## config.mk

```make
export PLATFORM = sky130hd
export DESIGN_NAME = count_stream_decoder
export DESIGN_NICKNAME = d
export VERILOG_FILES = /design/src/rtl/count_stream_decoder.sv
export SDC_FILE = /design/constraint.sdc
export NUM_CORES = 1
export LEC_CHECK = 0
export ABC_AREA = 1
export CAP_MARGIN = 20
export CORE_ASPECT_RATIO = 0.7
export CORE_MARGIN = 4
export CORE_UTILIZATION = 55
export CTS_CLUSTER_DIAMETER = 200
export DETAILED_ROUTE_END_ITERATION = 8
export MAX_ROUTING_LAYER = met4
export PLACE_DENSITY = 0.8
export SLEW_MARGIN = 20
export SYNTH_ARGS = -nofsm -noshare
export SYNTH_HDL_FRONTEND = slang
export SYNTH_SLANG_ARGS = --single-unit
```

## constraint.sdc

```tcl
create_clock -name clkout -period 3.8 [get_ports clkout]
set_input_delay 0.38 -clock clkout [delete_from_list [all_inputs] [get_ports clkout]]
set_output_delay 0.38 -clock clkout [all_outputs]
set_load 0.01 [all_outputs]
```

## src/rtl/count_stream_decoder.sv

```systemverilog
// count_stream_decoder
// ---------------------------------------------------------------------------
// Receive-side partner of a mod-2^WIDTH up/down counter. On each rising
// clkout edge where cnt_valid is high, the observed count is classified
// against the previous valid sample as UP (+1), DOWN (-1), HOLD (same) or
// JUMP (anything else, e.g. a preload). A small FSM tracks lock on the
// counting direction. Event pulses and a saturating step tally are derived
// from that classification.
//
// Ports
//   clkout            in   sampling clock, rising edge active
//   reset             in   asynchronous, active-low reset
//   cnt_in[WIDTH]     in   observed count value
//   cnt_valid         in   cnt_in is meaningful on this edge
//   steps_clr         in   synchronous clear of steps (wins over increment)
//   dir_up            out  1 = counting up, 0 = down (meaningful when dir_valid)
//   dir_valid         out  direction known (state LOCKED)
//   step_pulse        out  legal +/-1 step seen in LOCKED
//   wrap_pulse        out  max->0 (up) or 0->max (down) step in LOCKED
//   jump_pulse        out  non-adjacent change seen in LOCKED
//   dir_change_pulse  out  direction flipped while LOCKED
//   steps[STEP_W]     out  saturating count of legal steps while LOCKED
//   lost              out  state LOST
//   state[2]          out  FSM state: EMPTY=0, ACQUIRE=1, LOCKED=2, LOST=3
//
// Handshake: cnt_valid qualifies cnt_in for exactly the edge at which it is
// sampled high. There is no backpressure; every valid edge is consumed, and
// edges with cnt_valid low leave prev, state and steps untouched.
//
// All outputs come straight from flops. Pulses are set at the sampling edge
// and cleared at the next edge, so they last exactly one clkout period.
// ---------------------------------------------------------------------------
module count_stream_decoder #(
  parameter int WIDTH      = 4,
  parameter int STEP_W     = 8,
  parameter int JUMP_LIMIT = 3
) (
  input  logic              clkout,
  input  logic              reset,
  input  logic [WIDTH-1:0]  cnt_in,
  input  logic              cnt_valid,
  input  logic              steps_clr,
  output logic              dir_up,
  output logic              dir_valid,
  output logic              step_pulse,
  output logic              wrap_pulse,
  output logic              jump_pulse,
  output logic              dir_change_pulse,
  output logic [STEP_W-1:0] steps,
  output logic              lost,
  output logic [1:0]        state
);

  typedef enum logic [1:0] {
    ST_EMPTY   = 2'd0,
    ST_ACQUIRE = 2'd1,
    ST_LOCKED  = 2'd2,
    ST_LOST    = 2'd3
  } state_t;

  // Two consecutive same-direction steps are needed to leave LOST.
  localparam logic [1:0] RELOCK_N = 2'd2;

  // ---------------------------------------------------------------------------
  // Registers
  // ---------------------------------------------------------------------------
  state_t              state_q,    state_d;
  logic [WIDTH-1:0]    prev_q,     prev_d;
  logic [3:0]          jump_cnt_q, jump_cnt_d;
  logic [1:0]          rec_cnt_q,  rec_cnt_d;
  logic                rec_dir_q,  rec_dir_d;
  logic                dir_up_q,   dir_up_d;
  logic                dir_valid_q, dir_valid_d;
  logic                lost_q,     lost_d;
  logic                step_q,     step_d;
  logic                wrap_q,     wrap_d;
  logic                jump_q,     jump_d;
  logic                chg_q,      chg_d;
  logic [STEP_W-1:0]   steps_q,    steps_d;

  // ---------------------------------------------------------------------------
  // Classification of the incoming sample against prev (modulo 2^WIDTH)
  // ---------------------------------------------------------------------------
  logic [WIDTH-1:0] prev_inc;
  logic [WIDTH-1:0] prev_dec;
  logic             is_up;
  logic             is_down;
  logic             is_hold;
  logic             is_jump;
  logic             is_step;
  logic             prev_is_max;
  logic             prev_is_zero;

  assign prev_inc     = prev_q + WIDTH'(1);
  assign prev_dec     = prev_q - WIDTH'(1);
  assign is_up        = (cnt_in == prev_inc);
  assign is_down      = (cnt_in == prev_dec);
  assign is_hold      = (cnt_in == prev_q);
  assign is_step      = is_up | is_down;
  assign is_jump      = ~(is_step | is_hold);
  assign prev_is_max  = (prev_q == {WIDTH{1'b1}});
  assign prev_is_zero = (prev_q == '0);

  // ---------------------------------------------------------------------------
  // State register
  // ---------------------------------------------------------------------------
  always_ff @(posedge clkout or negedge reset) begin
    if (!reset) begin
      state_q     <= ST_EMPTY;
      prev_q      <= '0;
      jump_cnt_q  <= '0;
      rec_cnt_q   <= '0;
      rec_dir_q   <= 1'b0;
      dir_up_q    <= 1'b0;
      dir_valid_q <= 1'b0;
      lost_q      <= 1'b0;
      step_q      <= 1'b0;
      wrap_q      <= 1'b0;
      jump_q      <= 1'b0;
      chg_q       <= 1'b0;
      steps_q     <= '0;
    end else begin
      state_q     <= state_d;
      prev_q      <= prev_d;
      jump_cnt_q  <= jump_cnt_d;
      rec_cnt_q   <= rec_cnt_d;
      rec_dir_q   <= rec_dir_d;
      dir_up_q    <= dir_up_d;
      dir_valid_q <= dir_valid_d;
      lost_q      <= lost_d;
      step_q      <= step_d;
      wrap_q      <= wrap_d;
      jump_q      <= jump_d;
      chg_q       <= chg_d;
      steps_q     <= steps_d;
    end
  end

  // ---------------------------------------------------------------------------
  // Next-state and next-output logic
  // ---------------------------------------------------------------------------
  always_comb begin
    state_d    = state_q;
    prev_d     = prev_q;
    jump_cnt_d = jump_cnt_q;
    rec_cnt_d  = rec_cnt_q;
    rec_dir_d  = rec_dir_q;
    dir_up_d   = dir_up_q;
    step_d     = 1'b0;
    wrap_d     = 1'b0;
    jump_d     = 1'b0;
    chg_d      = 1'b0;
    steps_d    = steps_q;

    if (cnt_valid) begin
      // prev tracks every valid sample regardless of state.
      prev_d = cnt_in;

      unique case (state_q)
        ST_EMPTY: begin
          // Nothing to compare against yet.
          state_d = ST_ACQUIRE;
        end

        ST_ACQUIRE: begin
          // The first adjacent step establishes the direction; it is not
          // itself reported as a step.
          if (is_step) begin
            dir_up_d   = is_up;
            jump_cnt_d = '0;
            state_d    = ST_LOCKED;
          end
        end

        ST_LOCKED: begin
          if (is_step) begin
            step_d     = 1'b1;
            jump_cnt_d = '0;
            dir_up_d   = is_up;
            chg_d      = (is_up != dir_up_q);
            wrap_d     = (is_up & prev_is_max) | (is_down & prev_is_zero);
            if (steps_q != {STEP_W{1'b1}}) begin
              steps_d = steps_q + STEP_W'(1);
            end
          end else if (is_jump) begin
            jump_d = 1'b1;
            // The jump that brings the run up to JUMP_LIMIT drops the lock.
            if (jump_cnt_q == 4'(JUMP_LIMIT - 1)) begin
              jump_cnt_d = '0;
              rec_cnt_d  = '0;
              state_d    = ST_LOST;
            end else begin
              jump_cnt_d = jump_cnt_q + 4'd1;
            end
          end
          // HOLD: nothing changes.
        end

        ST_LOST: begin
          if (is_step) begin
            if ((rec_cnt_q != '0) && (rec_dir_q == is_up)) begin
              if (rec_cnt_q + 2'd1 == RELOCK_N) begin
                // Relock silently in the observed direction.
                dir_up_d   = is_up;
                rec_cnt_d  = '0;
                jump_cnt_d = '0;
                state_d    = ST_LOCKED;
              end else begin
                rec_cnt_d = rec_cnt_q + 2'd1;
              end
            end else begin
              // First step of a run, or a reversal: this step starts a new run.
              rec_cnt_d = 2'd1;
              rec_dir_d = is_up;
            end
          end else if (is_jump) begin
            rec_cnt_d = '0;
          end
          // HOLD: recovery run is neither broken nor advanced.
        end

        default: begin
          state_d = ST_EMPTY;
        end
      endcase
    end

    // Clear is independent of cnt_valid and overrides a same-edge increment.
    if (steps_clr) begin
      steps_d = '0;
    end
  end

  // Status flags are registered alongside the state they describe.
  assign dir_valid_d = (state_d == ST_LOCKED);
  assign lost_d      = (state_d == ST_LOST);

  // ---------------------------------------------------------------------------
  // Outputs
  // ---------------------------------------------------------------------------
  assign state            = state_q;
  assign dir_up           = dir_up_q;
  assign dir_valid        = dir_valid_q;
  assign lost             = lost_q;
  assign step_pulse       = step_q;
  assign wrap_pulse       = wrap_q;
  assign jump_pulse       = jump_q;
  assign dir_change_pulse = chg_q;
  assign steps            = steps_q;

endmodule

```

# After elaboration in Yosys (flattened, before gate mapping)
# Index checks and enable logic that the tools add are counted.
word_totals:
  ff_bits: 28
  latchBits: 0
  ramBits: 0
  romBits: 0
  output_inout_bits: 17
  mem_count: 0
classes:
  add_sub_neg: 5
  n_mul: 0
  div: 0
  n_lt_le_gt_ge: 0
  n_eq_ne: 24
  n_shift: 0
  mux: 48
  bitwise_logic: 6
  reduce_logical: 17
ops:
  columns: ["op", "n"]
  rows:
  - ["$mux 8", 5]
  - ["$mux 2", 15]
  - ["$mux 4", 7]
  - ["$mux 1", 17]
  - ["$ne 2x2->1 const B", 7]
  - ["$reduce_bool 2->1", 7]
  - ["$eq 4x4->1", 3]
  - ["$pmux 4 s3", 1]
  - ["$reduce_and 6->1", 2]
  - ["$eq 2x2->1 const B", 5]
  - ["$add 4x1->4 const B", 2]
  - ["$add 8x1->8 const B", 1]
  - ["$ne 8x8->1 const B", 1]
  - ["$pmux 2 s4", 1]
  - ["$reduce_and 4->1", 2]
  - ["$reduce_and 7->1", 1]
  - ["$ne 3x3->1 const B", 2]
  - ["$eq 4x2->1 const B", 1]
  - ["$eq 4x4->1 const B", 1]
  - ["$logic_not 4->1", 1]
  - ["$pmux 2 s2", 1]
  - ["$sub 4x1->4 const B", 1]
  - ["$or 1x1->1", 3]
  - ["$reduce_bool 3->1", 1]
  - ["11 further kinds", 12]

# Depth between registers and ports, before layout
# Gate-level depths: netlist of the first run.
depth:
  depth_word: 9
  depth_mapped: 15
  depth_no_buf: 15

# Least setup slack after synthesis of the first run
# Ideal clock, no wire load.
synth_path:
  path_kind: "flip-flop to flip-flop"
  from: "register prev_q[0]"
  to: "register steps_q[7] (netlist: steps[7])"
  arrival_time_ns: 1.814
  required_ns: 3.679
  setup_slack_ns: 1.865
  stages_incl_launch_ff: 12
  path_buffers: 0
  period_less_slack_ns: 1.935
  cell_sequence: "dfrtp_1 -> inv_2 -> ha_1 -> xor2_1 -> nor2_2 -> nand3_4 -> nand2_4 -> nand3_4 -> nor2_4 -> nand3_2 -> o21ai_1 -> nor2_1"
synth_via:
  elab_chain_len: 5
  word_cells_on_any_way: 7
  cone_classes: "add/sub (2); eq/ne (2); bitwise (1); reduce/logical (2)"
synth_lines:
  columns: ["element", "line", "text"]
  rows:
  - ["start: declaration", "68", "logic [WIDTH-1:0] prev_q, prev_d;"]
  - ["start signal: assignment", "124", "prev_q <= prev_d;"]
  - ["$add 4x1->4 or $sub 4x1->4 (tied branches)", "94, 95", null]
  - ["$eq 4x4->1 (on tied branches)", "96, 97", null]
  - ["$or 1x1->1 *", "99", "assign is_step = is_up | is_down;"]
  - ["$reduce_bool 2->1 (no line) *", null, null]
  - ["$reduce_and 4->1 (no line) *", null, null]
  - ["end signal: assignment", "135", "steps_q <= steps_d;"]
  - ["end: declaration", "79", "logic [STEP_W-1:0] steps_q, steps_d;"]
# Mark *: on every way between the ends. The rest lies on a longest branch, timed or not.
# A chain may end at the register's enable or synchronous reset.

# Worst setup path in the final report of the first run
layout_path:
  from: "register prev_q[0]"
  to: "register steps_q[5] (netlist: steps[5])"
# The elaborated chain is that of the path after synthesis.

==> impl_metrics.json, run 1 <==
{
  "dr_total_vias": 1555,
  "core_area_um2": 3150,
  "clk_pin_slew_ns": 0.09,
  "ctsHoldBuffers": 0,
  "yosys.area.top_type_share_pct": 38.8,
  "yosysWarnings": 0,
  "critPathLaunchType": "register",
  "ys_top_cells_by_area": "dfrtp_1 (39%), nand2_1 (12%), ha_1 (7.6%)",
  "multiInputGateArea_um2": 951,
  "die_h_um": 56.0,
  "syn_nets": 259,
  "avgViaCountPerCell": 5.12,
  "post-cts-setup-buffers": 0,
  "async_flop_share_pct": 100,
  "hpwl_um": 3020,
  "drt-pass1-iter-count": 4,
  "wirelength_um": 3860,
  "dieArea_um2": 4280,
  "setup_violations": 0,
  "synth_most_common_cell": "nand2_1",
  "syn_area_um2": 1810,
  "fin_area_um2": 2130,
  "track_usage_pct": 19.3,
  "clock_sinks": 28,
  "critical_path_arrival_ns": 2.42,
  "synth_edf_count": 0,
  "regArea_um2": 701,
  "io_pins": 25,
  "hold_viol": 0,
  "worstSetupEndpointType": "register",
  "cts-resized-gates": 0,
  "layout_min_cycle_time_ns": 2.24,
  "cts_tree": "done",
  "grt_pass1_wl_um": 6570,
  "area_delta_synth_final_pct": 18.1,
  "initial_core_util_pct": 57.4,
  "cts_htree_levels": 1,
  "yosys.area.top_type": "dfrtp_1",
  "critical_path_class": "register to register",
  "seq_area_frac_synth_pct": 38.8,
  "drv_cap": 0,
  "synth.distinct_cells": 33,
  "synth_common_cells": "nand2_1 (59), inv_1 (36), dfrtp_1 (28)",
  "cp_max_fo": 8,
  "final-max-slew-violation-count": 0,
  "synth-seq-cells": 28,
  "fin_nets": 287,
  "fillCellCount": 261,
  "required_ns": 3.97,
  "gp_congestion": 0.835,
  "overflow": 0,
  "vdd_drop_max_v": 0.000366,
  "yosys_most_used_dff": "dfrtp_1",
  "p_per_area_nw_per_um2": 398,
  "root_buffer": "clkbuf_8",
  "grt_max_degree": 29,
  "place_area_um2": 2090,
  "route.detailed.drc": 0,
  "tightest_slew_ns": 0.522,
  "skew_ns": 0.00621,
  "postSynthAreaPerCell_um2": 7.53,
  "antennaDiodeCount": 0,
  "min_period_over_period_pct": 59.0,
  "fmaxAchievable_ghz": 0.446,
  "syn_inst": 240,
  "rsz0062_at_grt": "no",
  "grt_pass1_vias": 1440,
  "max-slew-margin-rel_pct": 64.9,
  "hp-class": "input port to asynchronous set/reset pin",
  "antenna_found_initial": 0,
  "power.leakage_uw": 0.000997,
  "wl_per_cell_um": 12.7,
  "status": "completed",
  "detail-route-antenna-nets": 0,
  "cts-buffers-inserted": 3,
  "rows": 17,
  "drive_gt1_share_pct": 7.89,
  "worstSkewPairLatency_ns": 0.26,
  "cts.path.max_buffers": 2,
  "die_w_um": 76.5,
  "portBuffers": 24,
  "first_iter_violations": 113,
  "finalSetupTns_ns": 0
}
==> flip-flops by register name, summed over array words and instances (netlist names) <==
register          cells
steps                 8
jump_cnt_q            4
prev_q                4
rec_cnt_q             2
state                 2
dir_change_pulse      1
dir_up                1
dir_valid             1
jump_pulse            1
lost                  1
rec_dir_q             1
step_pulse            1
wrap_pulse            1
==> routing by layer <==
| layer | vias up | track usage [%] | share of wire [%] |
|---|---|---|---|
| met3 | 4 | 3.72 | 4.3 |
| met4 | 0 | 2.33 | 0.67 |
| met5 | - | - | 0 |
| met1 | 701 | 27.6 | 52 |
| li1 | 811 | - | - |
| met2 | 39 | 29.5 | 43 |
==> report_power, final <==
| group | switching (uW) | internal (uW) |
|---|---|---|
| Combinational | 193 | 132 |
| Clock | 79.4 | 70.9 |
| Sequential | 38.4 | 336 |
| Total | 311 | 539 |
==> logic make-up after synthesis <==
family,Yosys count,share of synthesized area (%)
AOI/OAI and AO/OA,29,9.70
xor gates and xnor gates,7,3.39
adders and majority gates,11,7.62
buffers and inverters,41,8.59
DFF,28,38.8
and+or+nand+nor,124,31.9
==> final timing paths <==
path	from	to	slack, ns	depth (start not counted)
worst max register to register	prev_q[0]	steps[5]	1.56	10
worst min register to register	rec_cnt_q[0]	rec_cnt_q[0]	0.53	2
min in group clkout	rec_cnt_q[0]	rec_cnt_q[0]	0.53	2
worst min-delay path	reset	steps[7]	0.48	2
worst max-delay path	prev_q[0]	steps[5]	1.56	10
max in group asynchronous	reset	steps[2]	3.06	2
==> metrics by stage <==
stage | hold slack (ns) | setup WS (ns) | util, % | std cells | total power, uW
after floorplan | 0.0844 | 1.87 | - | 240 | 586
after global placement | 0.509 | 1.54 | 66.5 | 301 | 691
after detailed placement | 0.515 | 1.49 | 66.5 | 301 | 703
after CTS | 0.491 | 1.54 | 67.8 | 304 | 859
after global routing | 0.519 | 1.34 | 67.8 | 304 | 917
final | 0.483 | 1.56 | 67.8 | 304 | 850
==> cell usage in the layout, fill, tap and decap left out <==
cell and n:
a21oi_1 4, a21oi_2 1, a22oi_2 1, a31oi_1 1, and2_1 1, buf_4 1, clkbuf_8 3, clkdlybuf4s50_1 24
dfrtp_1 28, ha_1 11, inv_1 36, inv_2 3, nand2_1 59, nand2_2 4, nand2_4 1, nand3_1 19
nand3_2 1, nand3_4 2, nand4_1 4, nor2_1 24, nor2_2 1, nor2_4 1, nor3_1 3, nor4_1 2
o211ai_1 1, o21ai_0 16, o21ai_1 2, o21ai_4 1, o22ai_1 1, o31ai_1 1, or2_0 1, or2_2 1
xnor2_1 2, xor2_1 5
==> layout make-up <==
cell class | count | area share, %
tap | 38 | 2.23
timing repair buffer | 25 | 11.6
multi-input combinational | 171 | 44.5
inverter | 39 | 6.86
clock buffer | 3 | 1.93
sequential | 28 | 32.8
==> critical path: stages (launching register included) <==
cell	delay, ns
dfrtp_1	0.45
inv_2	0.10
ha_1	0.34
xor2_1	0.16
nor2_2	0.17
nand3_4	0.14
nand2_4	0.14
nand3_4	0.14
o21ai_4	0.29
nand2_1	0.10
o21ai_0	0.11
No activity file was read; power rests on OpenSTA's default activity.
==> inputs of run 2 (changes only) <==
--- a/config.mk
+++ b/config.mk
@@ -9,11 +9,11 @@
 export CAP_MARGIN = 20
 export CORE_ASPECT_RATIO = 0.7
 export CORE_MARGIN = 4
-export CORE_UTILIZATION = 55
+export CORE_UTILIZATION = 49
 export CTS_CLUSTER_DIAMETER = 200
 export DETAILED_ROUTE_END_ITERATION = 8
 export MAX_ROUTING_LAYER = met4
-export PLACE_DENSITY = 0.8
+export PLACE_DENSITY = 0.75
 export SLEW_MARGIN = 20
 export SYNTH_ARGS = -nofsm -noshare
 export SYNTH_HDL_FRONTEND = slang
==> constraint.sdc (replaced) <==
create_clock -name clkout -period 1.97 [get_ports clkout]
set_input_delay 0.197 -clock clkout [delete_from_list [all_inputs] [get_ports clkout]]
set_output_delay 0.197 -clock clkout [all_outputs]
set_load 0.01 [all_outputs]
==> impl_metrics.json, run 2 (synthesis results as in run 1) <==
{
  "clock_sinks": 28,
  "regToRegStartpoint": "prev_q[1]",
  "hold_viol": 0,
  "worstSetupEndpointType": "register",
  "cp_max_fo": 6,
  "cts-buffers-inserted": 3,
  "clk_pin_slew_ns": 0.09,
  "rsz0062_at_grt": "yes",
  "overflow": 0,
  "largest_reg_flops": 8,
  "critical_path_arrival_ns": 2.11,
  "placed_cells": 325,
  "stdcell_count": 337,
  "portBuffers": 24,
  "drive_gt1_share_pct": 20.2,
  "power_uw": 1770,
  "setup_violations": 0,
  "grt_pass1_wl_um": 6690,
  "max-slew-margin-rel_pct": 70.4,
  "drt-pass1-iter-count": 4,
  "hpwl_um": 2980,
  "p_per_area_nw_per_um2": 739,
  "io_pins": 25,
  "root_buffer": "clkbuf_8",
  "grt_max_degree": 29,
  "first_iter_violations": 108,
  "antenna_found_initial": 0,
  "skew_ns": 0.00254,
  "fmaxAchievable_ghz": 0.513,
  "reg2reg_depth": 11,
  "vdd_drop_max_v": 0.000619,
  "fin_nets": 307,
  "endpoint": "steps[7]",
  "r2r_end": "steps[7]",
  "cts.path.max_buffers": 2,
  "die_w_um": 80.6,
  "worstSkewPairLatency_ns": 0.27,
  "route.detailed.drc": 0,
  "cts_tree": "done",
  "min_period_over_period_pct": 99.0,
  "required_ns": 2.13,
  "cts_htree_levels": 1,
  "grt_pass1_vias": 1476,
  "final_cell_mix": "nand2_1 (57), inv_1 (34), dfrtp_1 (28), clkdlybuf4s50_1 (24), nor2_1 (23)",
  "final_common_cell": "nand2_1",
  "layout_min_cycle_time_ns": 1.95,
  "core_area_um2": 3540,
  "gp_congestion": 0.878,
  "crit_start": "prev_q[1]",
  "track_usage_pct": 18.8,
  "critPathLaunchType": "register",
  "rrSetupSlack_ns": 0.02,
  "dr_total_vias": 1638,
  "antennaDiodeCount": 0,
  "detail-route-antenna-nets": 0,
  "die_h_um": 58.8,
  "wl_per_cell_um": 12.0,
  "hp-class": "input port to asynchronous set/reset pin",
  "critical_path_class": "register to register",
  "status": "completed",
  "power.leakage_uw": 0.00110,
  "initial_core_util_pct": 51.1,
  "ctsHoldBuffers": 0,
  "avgViaCountPerCell": 4.86,
  "wirelength_um": 4040,
  "tightest_slew_ns": 0.440,
  "area_delta_synth_final_pct": 32.8,
  "fillCellCount": 285,
  "rows": 18,
  "final-max-slew-violation-count": 0,
  "dieArea_um2": 4740,
  "drv_cap": 0
}
==> run 2: cell types whose count changed in the layout (fill, tap and decap cells not counted), sizes merged <==
cell	change
clkbuf	+1
buf	+20
==> run 2: layer usage <==
metal  vias up  part of all wire [%]  track usage, %
met1       752                    50            26.9
met5         -                     0               -
met4         0                  0.45            3.61
met3         2                   3.9            4.59
met2        32                    45            27.5
li1        852                     -               -
==> run 2: area by class of cell <==
cell class,instances,area [um^2],share of cell area [%]
timing repair buffer,45,405,16.9
clock buffer,4,55.1,2.30
sequential,28,701,29.2
inverter,39,146,6.10
tap,50,62.6,2.61
multi-input combinational,171,1030,42.9
==> run 2: critical path, stage by stage, from the launching register on <==
cell and delay (ns):
dfrtp_1 0.39, inv_2 0.09, ha_4 0.22, xnor2_1 0.12, nor2_1 0.15, nand3_2 0.13
nand2_4 0.13, nand3_4 0.11, nor2_4 0.20, nand3_2 0.10, o21ai_2 0.15, nor2_1 0.06
==> run 2: power breakdown <==
group,total (uW),switching (uW),internal (uW)
clock network,348,169,179
registers,718,70.2,648
logic,706,402,304
total,1770,642,1130
==> run 2: what timing repair did <==
item,in CTS,in global routing
resized for setup,2,21
setup endpoints to repair,2,22
pin swaps,3,15
buffers inserted,2,6
==> run 2: worst min path at each step <==
stage                 startpoint                to  slack, ns  cells after the start
finish                     reset          steps[4]       0.32                      2
global route               reset          steps[4]       0.36                      2
CTS                        reset          steps[4]       0.33                      2
detailed placement  rec_cnt_q[1]      rec_cnt_q[1]       0.51                      2
global placement    rec_cnt_q[0]      rec_cnt_q[0]       0.50                      2
floorplan                  reset  dir_change_pulse       -0.1                      0
==> run 2: metrics by stage <==
stage / hold slack, ns / cell area [um^2] / setup slack (ns) / util [%] / TNS (ns)
global route: 0.357 / 2400 / -0.136 / 67.8 / -0.979
CTS: 0.335 / 2290 / 0.0204 / 64.6 / 0
detailed placement: 0.508 / 2200 / -0.122 / 62.2 / -0.772
finish: 0.319 / 2400 / 0.0190 / 67.8 / 0
floorplan: -0.0986 / 1810 / 0.0354 / - / 0
global placement: 0.504 / 2200 / -0.0131 / 62.2 / -0.0184
==> inputs of run 3 (changes only) <==
--- a/config.mk
+++ b/config.mk
@@ -9,11 +9,12 @@
 export CAP_MARGIN = 20
 export CORE_ASPECT_RATIO = 0.7
 export CORE_MARGIN = 4
-export CORE_UTILIZATION = 49
+export CORE_UTILIZATION = 55
 export CTS_CLUSTER_DIAMETER = 200
 export DETAILED_ROUTE_END_ITERATION = 8
+export DONT_BUFFER_PORTS = 1
 export MAX_ROUTING_LAYER = met4
-export PLACE_DENSITY = 0.75
+export PLACE_DENSITY = 0.73
 export SLEW_MARGIN = 20
 export SYNTH_ARGS = -nofsm -noshare
 export SYNTH_HDL_FRONTEND = slang
==> impl_metrics.json, run 3 (synthesis results as in run 1) <==
{
  "overflow": 0,
  "hold-worst-slack_ns": 0.0148,
  "final-max-slew-violation-count": 0,
  "fmaxAchievable_ghz": 0.509,
  "status": "completed",
  "dieArea_um2": 4280,
  "initial_core_util_pct": 57.4,
  "drv_cap": 0,
  "p_per_area_nw_per_um2": 831,
  "hpwl_um": 2800,
  "antenna_found_initial": 0,
  "route.detailed.drc": 0,
  "final_cell_mix": "nand2_1 (56), inv_1 (32), dfrtp_1 (28), nor2_1 (21), buf_4 (19)",
  "portBuffers": 0,
  "cts_htree_levels": 1,
  "clk_pin_slew_ns": 0.10,
  "detail-route-antenna-nets": 0,
  "die_w_um": 76.5,
  "grt_pass1_vias": 1490,
  "grt_max_degree": 29,
  "io_pins": 25,
  "die_h_um": 56.0,
  "drive_gt1_share_pct": 23.3,
  "power_uw": 1830,
  "antennaDiodeCount": 0,
  "grt_pass1_wl_um": 6940,
  "worstSetupEndpointType": "register",
  "hold_viol": 0,
  "tightest_slew_ns": 0.528,
  "rsz0062_at_grt": "yes",
  "worstSkewPairLatency_ns": 0.28,
  "drt-pass1-iter-count": 4,
  "critPathLaunchType": "register",
  "clock_sinks": 28,
  "fin_nets": 286,
  "min_period_over_period_pct": 99.8,
  "cpPeakStageDelay_ns": 0.41,
  "cp_slowest_cell": "dfrtp_1",
  "gp_congestion": 0.845,
  "wirelength_um": 4260,
  "largest_reg_flops": 8,
  "root_buffer": "clkbuf_8",
  "area_delta_synth_final_pct": 21.8,
  "cts-buffers-inserted": 3,
  "worstPathCellList": "inv_2 -> ha_4 -> xnor2_1 -> nor2_1 -> nand3_2 -> nand2_4 -> nand3_4 -> o21ai_4 -> o21ai_0",
  "cts_tree": "done",
  "core_area_um2": 3150,
  "cp_max_fo": 8,
  "placed_cells": 287,
  "avgViaCountPerCell": 5.31,
  "critical_path_class": "register to register",
  "skew_ns": 0.0118,
  "track_usage_pct": 20.5,
  "cts.path.max_buffers": 2,
  "finalWorstSetupSlack_ns": 0.00408,
  "post-place-ws_ns": -0.0575,
  "critical_path_arrival_ns": 2.12,
  "final_common_cell": "nand2_1",
  "stdcell_count": 304,
  "rows": 17,
  "dr_total_vias": 1613,
  "vdd_drop_max_v": 0.000581,
  "wl_per_cell_um": 14.0,
  "required_ns": 2.12,
  "first_iter_violations": 155,
  "hp-class": "input port to register",
  "setup_violations": 0,
  "max-slew-margin-rel_pct": 64.5,
  "layout_min_cycle_time_ns": 1.97,
  "power.leakage_uw": 0.00105
}
run 3: cell types whose count changed in the layout (fill, tap and decap cells not counted), sizes merged:
cell and change:
buf +1, bufinv +1, clkbuf -1, clkdlybuf4s50 -24, dlygate4sd3 +2
run 3: path summary, 6_finish.rpt:
check                      startpoint        end  slack, ns  cells after the start
max in group asynchronous       reset       lost       1.44                      2
max                         prev_q[0]   steps[5]      0.004                      9
min reg2reg                 rec_dir_q  rec_dir_q       0.53                      2
max reg2reg                 prev_q[0]   steps[5]      0.004                      9
min                         cnt_valid  prev_q[3]       0.01                      1
min in group asynchronous       reset  prev_q[2]       0.36                      2
run 3: report_power, final:
part	switching (uW)	internal, uW	leakage (uW)
Combinational	388	252	0.000634
Sequential	87.4	648	0.000376
Clock	181	272	0.0000357
Total	656	1170	0.00105
run 3: stage by stage:
stage               TNS (ns)  area [um^2]  util, %
floorplan                  0         1810        -
global placement           0         1930     61.2
detailed placement   -0.0971         1930     61.2
CTS                        0         2090     66.3
global route           -1.12         2200     69.9
finish                     0         2200     69.9
run 3: what timing repair did:
action,CTS,global route
endpoints found under the setup margin,4,19
endpoints found under the hold margin,28,1
hold buffers,2,1
pin swaps,4,19
setup buffers,4,6
resized for setup,7,23
run 3: layout make-up:
cell class              count  area (um^2)
inverters                  39          149
well taps                  38         47.5
flip-flops and latches     28          701
clock buffers               3         41.3
multi-input cells         171         1030
fillers                   242          947
repair buffers             24          205
clock inverters             1         30.0
run 3: routing by layer:
| layer | vias to the layer above | GRT usage [%] | share of wire (%) |
|---|---|---|---|
| met4 | 0 | 6.72 | 1.4 |
| met3 | 8 | 6.47 | 5.7 |
| met5 | - | - | 0 |
| li1 | 814 | - | - |
| met2 | 53 | 28.9 | 45 |
| met1 | 738 | 27.9 | 48 |
run 3: critical path: cells and delay by family, from the launching register on:
kind,cells,cell delay [ns]
XOR/XNOR,1,0.13
AO/OA/AOI/OAI,2,0.44
AND/OR/NAND/NOR,4,0.56
adder cells (fa/ha/maj),1,0.22
buffers and inverters,1,0.10
flip-flops,1,0.41
